File: src/rtl/gpio_pkg.sv
// Shared widths and vector types for the gpio input-conditioning slice.
package gpio_pkg;

   localparam int unsigned NumGpio      = 32;
   localparam int unsigned GpioCntWidth = 16;

   typedef logic [NumGpio-1:0]      gpio_vec_t;
   typedef logic [GpioCntWidth-1:0] gpio_cnt_t;

endpackage

File: src/rtl/gpio_debounce.sv
// Per-pin two-flop synchroniser followed by an optional saturating debounce counter.
// stable_d_o exposes the next stable level so edge detection lines up with stable_o.
module gpio_debounce
   import gpio_pkg::*;
#(
   parameter int unsigned CntWidth = GpioCntWidth
) (
   input  logic                clk_i,
   input  logic                rst_ni,
   input  logic                pin_i,
   input  logic                en_i,
   input  logic [CntWidth-1:0] limit_i,
   output logic                stable_o,
   output logic                stable_d_o
);

   logic                s1_q, s2_q;
   logic                stable_q, stable_d;
   logic [CntWidth-1:0] cnt_q, cnt_d;
   logic [CntWidth-1:0] limit_eff;
   logic [CntWidth:0]   cnt_inc;

   always_ff @(posedge clk_i or negedge rst_ni) begin
      if (!rst_ni) begin
         s1_q     <= 1'b0;
         s2_q     <= 1'b0;
         stable_q <= 1'b0;
         cnt_q    <= '0;
      end else begin
         s1_q     <= pin_i;
         s2_q     <= s1_q;
         stable_q <= stable_d;
         cnt_q    <= cnt_d;
      end
   end

   // A limit of 0 behaves as 1; the increment is one bit wider so the compare cannot wrap.
   always_comb begin
      limit_eff  = (limit_i == '0) ? CntWidth'(1) : limit_i;
      cnt_inc    = {1'b0, cnt_q} + (CntWidth + 1)'(1);
      stable_d   = stable_q;
      cnt_d      = '0;
      if (!en_i) begin
         stable_d = s2_q;
      end else if (s2_q != stable_q) begin
         if (cnt_inc >= {1'b0, limit_eff}) begin
            stable_d = s2_q;
         end else begin
            cnt_d = (&cnt_q) ? cnt_q : cnt_inc[CntWidth-1:0];
         end
      end
   end

   assign stable_o   = stable_q;
   assign stable_d_o = stable_d;

endmodule

File: src/rtl/gpio_in_cond.sv
// GPIO input conditioning: per-pin sync/debounce, edge detect, W1C pending bits and a level
// interrupt that is the OR of all pending bits.
module gpio_in_cond
   import gpio_pkg::*;
#(
   parameter int unsigned NumPins  = NumGpio,
   parameter int unsigned CntWidth = GpioCntWidth
) (
   input  logic                clk_i,
   input  logic                rst_ni,
   input  logic [NumPins-1:0]  pin_i,
   input  logic [NumPins-1:0]  db_en_i,
   input  logic [CntWidth-1:0] db_limit_i,
   input  logic [NumPins-1:0]  rise_en_i,
   input  logic [NumPins-1:0]  fall_en_i,
   input  logic [NumPins-1:0]  clear_i,
   output logic [NumPins-1:0]  in_o,
   output logic [NumPins-1:0]  pending_o,
   output logic                intr_o
);

   logic [NumPins-1:0] stable_q, stable_d;
   logic [NumPins-1:0] rise, fall;
   logic [NumPins-1:0] pending_q, pending_d;

   for (genvar i = 0; i < NumPins; i++) begin : gen_pin
      gpio_debounce #(
         .CntWidth (CntWidth)
      ) u_debounce (
         .clk_i      (clk_i),
         .rst_ni     (rst_ni),
         .pin_i      (pin_i[i]),
         .en_i       (db_en_i[i]),
         .limit_i    (db_limit_i),
         .stable_o   (stable_q[i]),
         .stable_d_o (stable_d[i])
      );
   end

   // Edges come from the next-state value so pending sets on the same edge in_o changes.
   always_comb begin
      rise      = ~stable_q & stable_d;
      fall      = stable_q & ~stable_d;
      pending_d = (pending_q & ~clear_i) | (rise & rise_en_i) | (fall & fall_en_i);
   end

   always_ff @(posedge clk_i or negedge rst_ni) begin
      if (!rst_ni) begin
         pending_q <= '0;
      end else begin
         pending_q <= pending_d;
      end
   end

   assign in_o      = stable_q;
   assign pending_o = pending_q;
   assign intr_o    = |pending_q;

endmodule
File: config.mk
export PLATFORM = sky130hd
export DESIGN_NAME = gpio_in_cond
export DESIGN_NICKNAME = d
export VERILOG_FILES = /design/src/rtl/gpio_pkg.sv /design/src/rtl/gpio_debounce.sv /design/src/rtl/gpio_in_cond.sv
export SDC_FILE = /design/constraint.sdc
export NUM_CORES = 2
export LEC_CHECK = 0
export CAP_MARGIN = 20
export CORE_MARGIN = 1.5
export CORE_UTILIZATION = 36
export DETAILED_ROUTE_END_ITERATION = 6
export PLACE_DENSITY = 0.56
export SLEW_MARGIN = 20
export SYNTH_ARGS = -nofsm -noshare
export SYNTH_HDL_FRONTEND = slang
export SYNTH_SLANG_ARGS = --single-unit
export TNS_END_PERCENT = 30
File: constraint.sdc
create_clock -name clk_i -period 4.4 [get_ports clk_i]
set_input_delay 1.32 -clock clk_i [delete_from_list [all_inputs] [get_ports clk_i]]
set_output_delay 1.32 -clock clk_i [all_outputs]
set_load 0.02 [all_outputs]
Word level (Yosys, flattened, before mapping):

Cells that the tools add are included.

* register bits after elaboration: 640
* input bits: 178
* output and inout bits: 65
* logic and storage cells: 526

* add/sub/neg operators: 32
* $lt $le $gt $ge: 32
* eq/ne operators: 64
* muxes and demuxes: 225
* bitwise operators: 10
* reductions and logical operators: 34

Operators with widths (number)
* 2-to-1 mux 16 bit: 129
* adder 16 x 1 -> 17 bit, second input constant: 32
* greater-or-equal comparator 17 x 16 -> 1 bit: 32
* AND reduction 16 bit: 32
* AND 32 bit: 5
* inequality test 4 bit, second input constant: 32
* 2-to-1 mux 1 bit: 96
* inverter 32 bit: 3
* bitwise OR 32 bit: 2
* inequality test 1 bit: 32
* OR reduction 32 bit: 1
* zero test 16 bit: 1

Depth between registers and ports, before layout:

* depth in word-level cells: 10
* mapped depth: 16
* depth with buffers taken out: 14

Cells and area by module:

From an unflattened synthesis, not the netlist that was laid out.

* cells, all modules: 4712
* area total of the unflattened synthesis: 46385.7 um^2

By module, submodules not included
* gpio_debounce at gen_pin[0].u_debounce ...: times used 30, cells an instance 142, area each 1397.6 um^2
* gpio_in_cond: times used 1, cells an instance 172, area each 1680.4 um^2
* gpio_debounce at gen_pin[23].u_debounce: times used 1, cells an instance 139, area each 1392.6 um^2
* gpio_debounce at gen_pin[9].u_debounce: times used 1, cells an instance 141, area each 1385.1 um^2

Least setup slack after synthesis:

No wires, ideal clock.

* kind: in2reg
* from: input port db_limit_i[2]
* to: register gen_pin[11].u_debounce.cnt_q[11]
* library setup time: 78 ps
* arrival: 4345 ps
* required time: 4322 ps
* path slack: -23 ps
* stages on the path: 14
* cell sequence: buf_4 buf_6 buf_2 nor4_1 a41o_1 ha_1 nor2b_1 o311ai_1 a221oi_1 o41a_1 or3_1 buf_2 buf_6 a21oi_1

* word-level cells in the longest chain between the ends: 6

Ends and longest elaborated chain
* start: declaration: line gpio_in_cond.sv:13 `input logic [CntWidth-1:0] db_limit_i,`
* zero test 16 bit: line gpio_debounce.sv:39 `limit_eff = (limit_i == '0) ? CntWidth'(1) : limit_i;`
* 2-to-1 mux 16 bit (*): line gpio_debounce.sv:39
* greater-or-equal comparator 17 x 16 -> 1 bit (*): line gpio_debounce.sv:46 `if (cnt_inc >= {1'b0, limit_eff}) begin`
* 2-to-1 mux 16 bit: line gpio_debounce.sv:46
* 2-to-1 mux 16 bit: line gpio_debounce.sv:45 `end else if (s2_q != stable_q) begin`
* 2-to-1 mux 16 bit: line gpio_debounce.sv:43 `if (!en_i) begin`
* end signal: assignment: line gpio_debounce.sv:33 `cnt_q <= cnt_d;`
* end: declaration: line gpio_debounce.sv:19 `logic [CntWidth-1:0] cnt_q, cnt_d;`

Every way passes the cells marked *; elsewhere a longest branch is shown, timed or not.
A chain may end at the register's enable or synchronous reset.

Final worst setup path:

* from: register pending_q[22], in the netlist pending_o[22]
* to: output port intr_o

* word-level cells in the longest chain between the ends: 1

Ends and longest elaborated chain
* start: declaration: line gpio_in_cond.sv:24 `logic [NumPins-1:0] pending_q, pending_d;`
* start signal: assignment: line gpio_in_cond.sv:51 `pending_q <= pending_d;`
* OR reduction 32 bit: line gpio_in_cond.sv:57 `assign intr_o = |pending_q;`
* end: declaration: line gpio_in_cond.sv:19 `output logic intr_o`

Every way passes these cells.

==> impl_metrics.json <==
{
  "tightestPinTransition_ps": 773,
  "hp-start": "gen_pin[10].u_debounce.s1_q",
  "finalSetupViolCount": 0,
  "synthMuxAreaShare_pct": 0.973,
  "ys_ff_latch": 640,
  "worstSkewPairLatency_ps": 650,
  "arrival_ps": 2810,
  "yosys.area_share.simple_pct": 21.3,
  "hp-class": "flop to flop",
  "via_per_inst": 5.16,
  "grt_pass1_wl_mm": 185,
  "drtAntennaViolNets": 0,
  "critPathRequiredTime_ps": 3080,
  "antenna_found_initial": 2,
  "drv_slew": 0,
  "core_um2": 116000,
  "switching_share_pct": 26.9,
  "clk_root_buffer_cell": "clkbuf_16",
  "drc_errors": 0,
  "netlist_area_um2": 42300,
  "start_kind": "flop",
  "grtUsageTotal_pct": 19.3,
  "area_growth_pct": 20.2,
  "worst_slack_ps": 266,
  "synth_nets": 5161,
  "synthDistinctLibCells": 85,
  "yosys-top-cells-count": "640 x dfrtp_1, 512 x ha_1, 327 x nor2_1, 323 x xnor2_1, 303 x nor2b_1",
  "ys_warn_count": 0,
  "path_max_fanout": 3,
  "yosysSeqAreaShare_pct": 37.9,
  "internal_power_mw": 11.1,
  "cts_buffers": 82,
  "run_status": "finished clean",
  "synth_most_common_cell": "dfrtp_1",
  "hold_viol": 0,
  "nNetsFinal": 5573,
  "critical_path_class": "flop to output port",
  "power_frac_clock_pct": 45.5,
  "first_global_vias": 33400,
  "rows": 125,
  "wl_mm": 115,
  "clock_path_buffers": 3,
  "critPathCaptureType": "output port",
  "synth-edff-count": 0,
  "globalplace.congestion": 0.843,
  "holdBufCountCts": 0,
  "portBuffers": 242,
  "rsz0062_at_grt": "false",
  "num_antenna_cells": 0,
  "pre_cts_slack_ps": -296,
  "die-width_um": 346,
  "wl_per_cell_um": 17.9,
  "synth_top_family_by_area": "simple AND/OR/NAND/NOR gates",
  "drt_iter0_markers": 1705,
  "crit_path_start": "pending_o[22]",
  "place_hpwl_mm": 85.3,
  "ioPinCount": 243,
  "maxSlewHeadroom_pct": 48.5,
  "clk_pin_slew_ps": 50,
  "syn_inst": 4471,
  "ir_worst_vdd_v": 0.000275,
  "synth_fa_ha_area_share_pct": 15.2,
  "synth_compound_area_share_pct": 10.2,
  "p_per_area_nw_per_um2": 299,
  "synth_xor_area_share_pct": 10.7,
  "comb_power_share_pct": 13.4,
  "vias": 33400,
  "synthFlopType": "dfrtp_1",
  "clock_skew_ps": 28.1,
  "ys_async_sr_fraction_pct": 100,
  "tns_ps": 0,
  "grt_overflow": 0,
  "finalCriticalPeriod_ps": 4130,
  "synth.area.top_cells": "dfrtp_1 38%, ha_1 15%, xnor2_1 6.7%, nor2b_1 4.5%, xor2_1 4.0%",
  "r2r_start": "gen_pin[0].u_debounce.cnt_q[0]",
  "dieArea_um2": 120000,
  "final.period_utilization_pct": 93.9,
  "max_freq_mhz": 242,
  "die_h_um": 346,
  "syn_area_per_cell_um2": 9.46,
  "layout-drive-gt1-share_pct": 8.29,
  "switchingPower_mw": 4.09,
  "seq_power_share_pct": 41.1,
  "leakagePower_nw": 24.6,
  "htreeDepth": 3,
  "yosysTopAreaCell": "dfrtp_1",
  "synth_top_area_share_pct": 37.9,
  "drv_cap": 0,
  "tritoncts": "built",
  "cts_sinks": 640,
  "grt_max_degree": 102,
  "start_util_pct": 36.4,
  "drtPass1Iterations": 5
}
==> cells by family after synthesis <==
logic type / Yosys count
AOI/OAI and AO/OA: 684
xor gates and xnor gates: 518
adders and majority gates: 515
buffers and inverters: 369
DFF: 640
muxes: 38
and+or+nand+nor: 1707
==> power groups by stage <==
stage          clock network [mW]  logic, mW  registers, mW
2_1_floorplan                   0       1.02           6.31
3_3_place_gp                    0       2.04           6.35
3_5_place_dp                    0       2.07           6.35
4_1_cts                      7.14       2.08           6.25
5_1_grt                      7.36       2.27           6.27
6_report                     6.92       2.04           6.24
==> routing by layer <==
metal	global-route usage, %	part of all wire [%]	up-vias
met5	0	0	-
met2	33.1	48	481
li1	-	-	16600
met4	5.40	2.3	0
met3	2.37	3.4	132
met1	25.4	46	16200
==> repair_timing <==
item	CTS	global route
buffers inserted	0	0
gates resized for setup	4	0
setup endpoints to repair	1	0
==> worst paths after layout <==
kind	to	slack, ps	cells after the start
max	intr_o	270	4
min	gen_pin[10].u_debounce.s2_q	340	0
max reg2reg	gen_pin[0].u_debounce.cnt_q[4]	460	13
min reg2reg	gen_pin[10].u_debounce.s2_q	340	0
max in group asynchronous	gen_pin[10].u_debounce.cnt_q[12]	2730	3
min in group asynchronous	gen_pin[0].u_debounce.cnt_q[3]	600	1
==> layout by cell type, fill, tap and decap left out, types with 15 or more instances in the layout <==
cell | netlist | routed
and3_1 | 98 | 98
inv_1 | 267 | 253
nor3_1 | 65 | 65
dfrtp_1 | 640 | 639
and4_1 | 51 | 51
nor3b_1 | 16 | 16
o21ai_0 | 92 | 92
inv_2 | 1 | 15
nand2b_1 | 32 | 32
nor2b_1 | 303 | 303
o211ai_1 | 29 | 29
a211o_1 | 18 | 18
a21o_1 | 46 | 46
a31oi_1 | 32 | 32
nor4_1 | 29 | 27
clkbuf_1 | 33 | 15
clkdlybuf4s50_1 | 0 | 239
o22ai_1 | 22 | 22
nand2_1 | 295 | 295
mux2_2 | 25 | 25
a21oi_1 | 291 | 291
ha_1 | 512 | 512
xnor2_1 | 323 | 323
and2_1 | 19 | 19
buf_12 | 0 | 50
xor2_1 | 194 | 193
a211oi_1 | 16 | 16
nor2_1 | 327 | 327
o21a_1 | 18 | 18
clkbuf_16 | 0 | 83
nand3_1 | 254 | 254
nand4_1 | 135 | 135
buf_4 | 34 | 138
==> layout make-up <==
type	instances	area, um^2
Timing Repair Buffer	429	4450
Clock buffer	112	2330
Clock inverter	32	417
Inverter	268	1010
Multi-Input combinational cell	3462	24700
Sequential cell	640	16000
Tap cell	1524	1910
Fill cell	11300	65500
==> metrics by stage <==
step / utilization, % / hold slack, ps / area (um^2) / total power [mW] / instances
floorplan: - / 331 / 42300 / 7.33 / 4471
CTS: 43.7 / 338 / 50800 / 15.5 / 6467
global placement: 41.3 / 331 / 48100 / 8.39 / 6323
global route: 43.7 / 342 / 50800 / 15.9 / 6467
finish: 43.7 / 335 / 50800 / 15.2 / 6467
detailed placement: 41.3 / 335 / 48100 / 8.42 / 6323
==> flip-flops by register name (all words and copies together), names as in the netlist <==
name,flops
gen_pin.u_debounce.s1_q,32
gen_pin.u_debounce.s2_q,32
gen_pin.u_debounce.stable_o,32
gen_pin.u_debounce.cnt_q,512
pending_o,32
==> critical path, stage by stage (launching register included) <==
cell	delay (ps)
dfrtp_1	420
nor4_1	540
nand4_1	450
or2_4	430
dlygate4sd2_1	330
No activity file was read; power rests on OpenSTA's default activity.
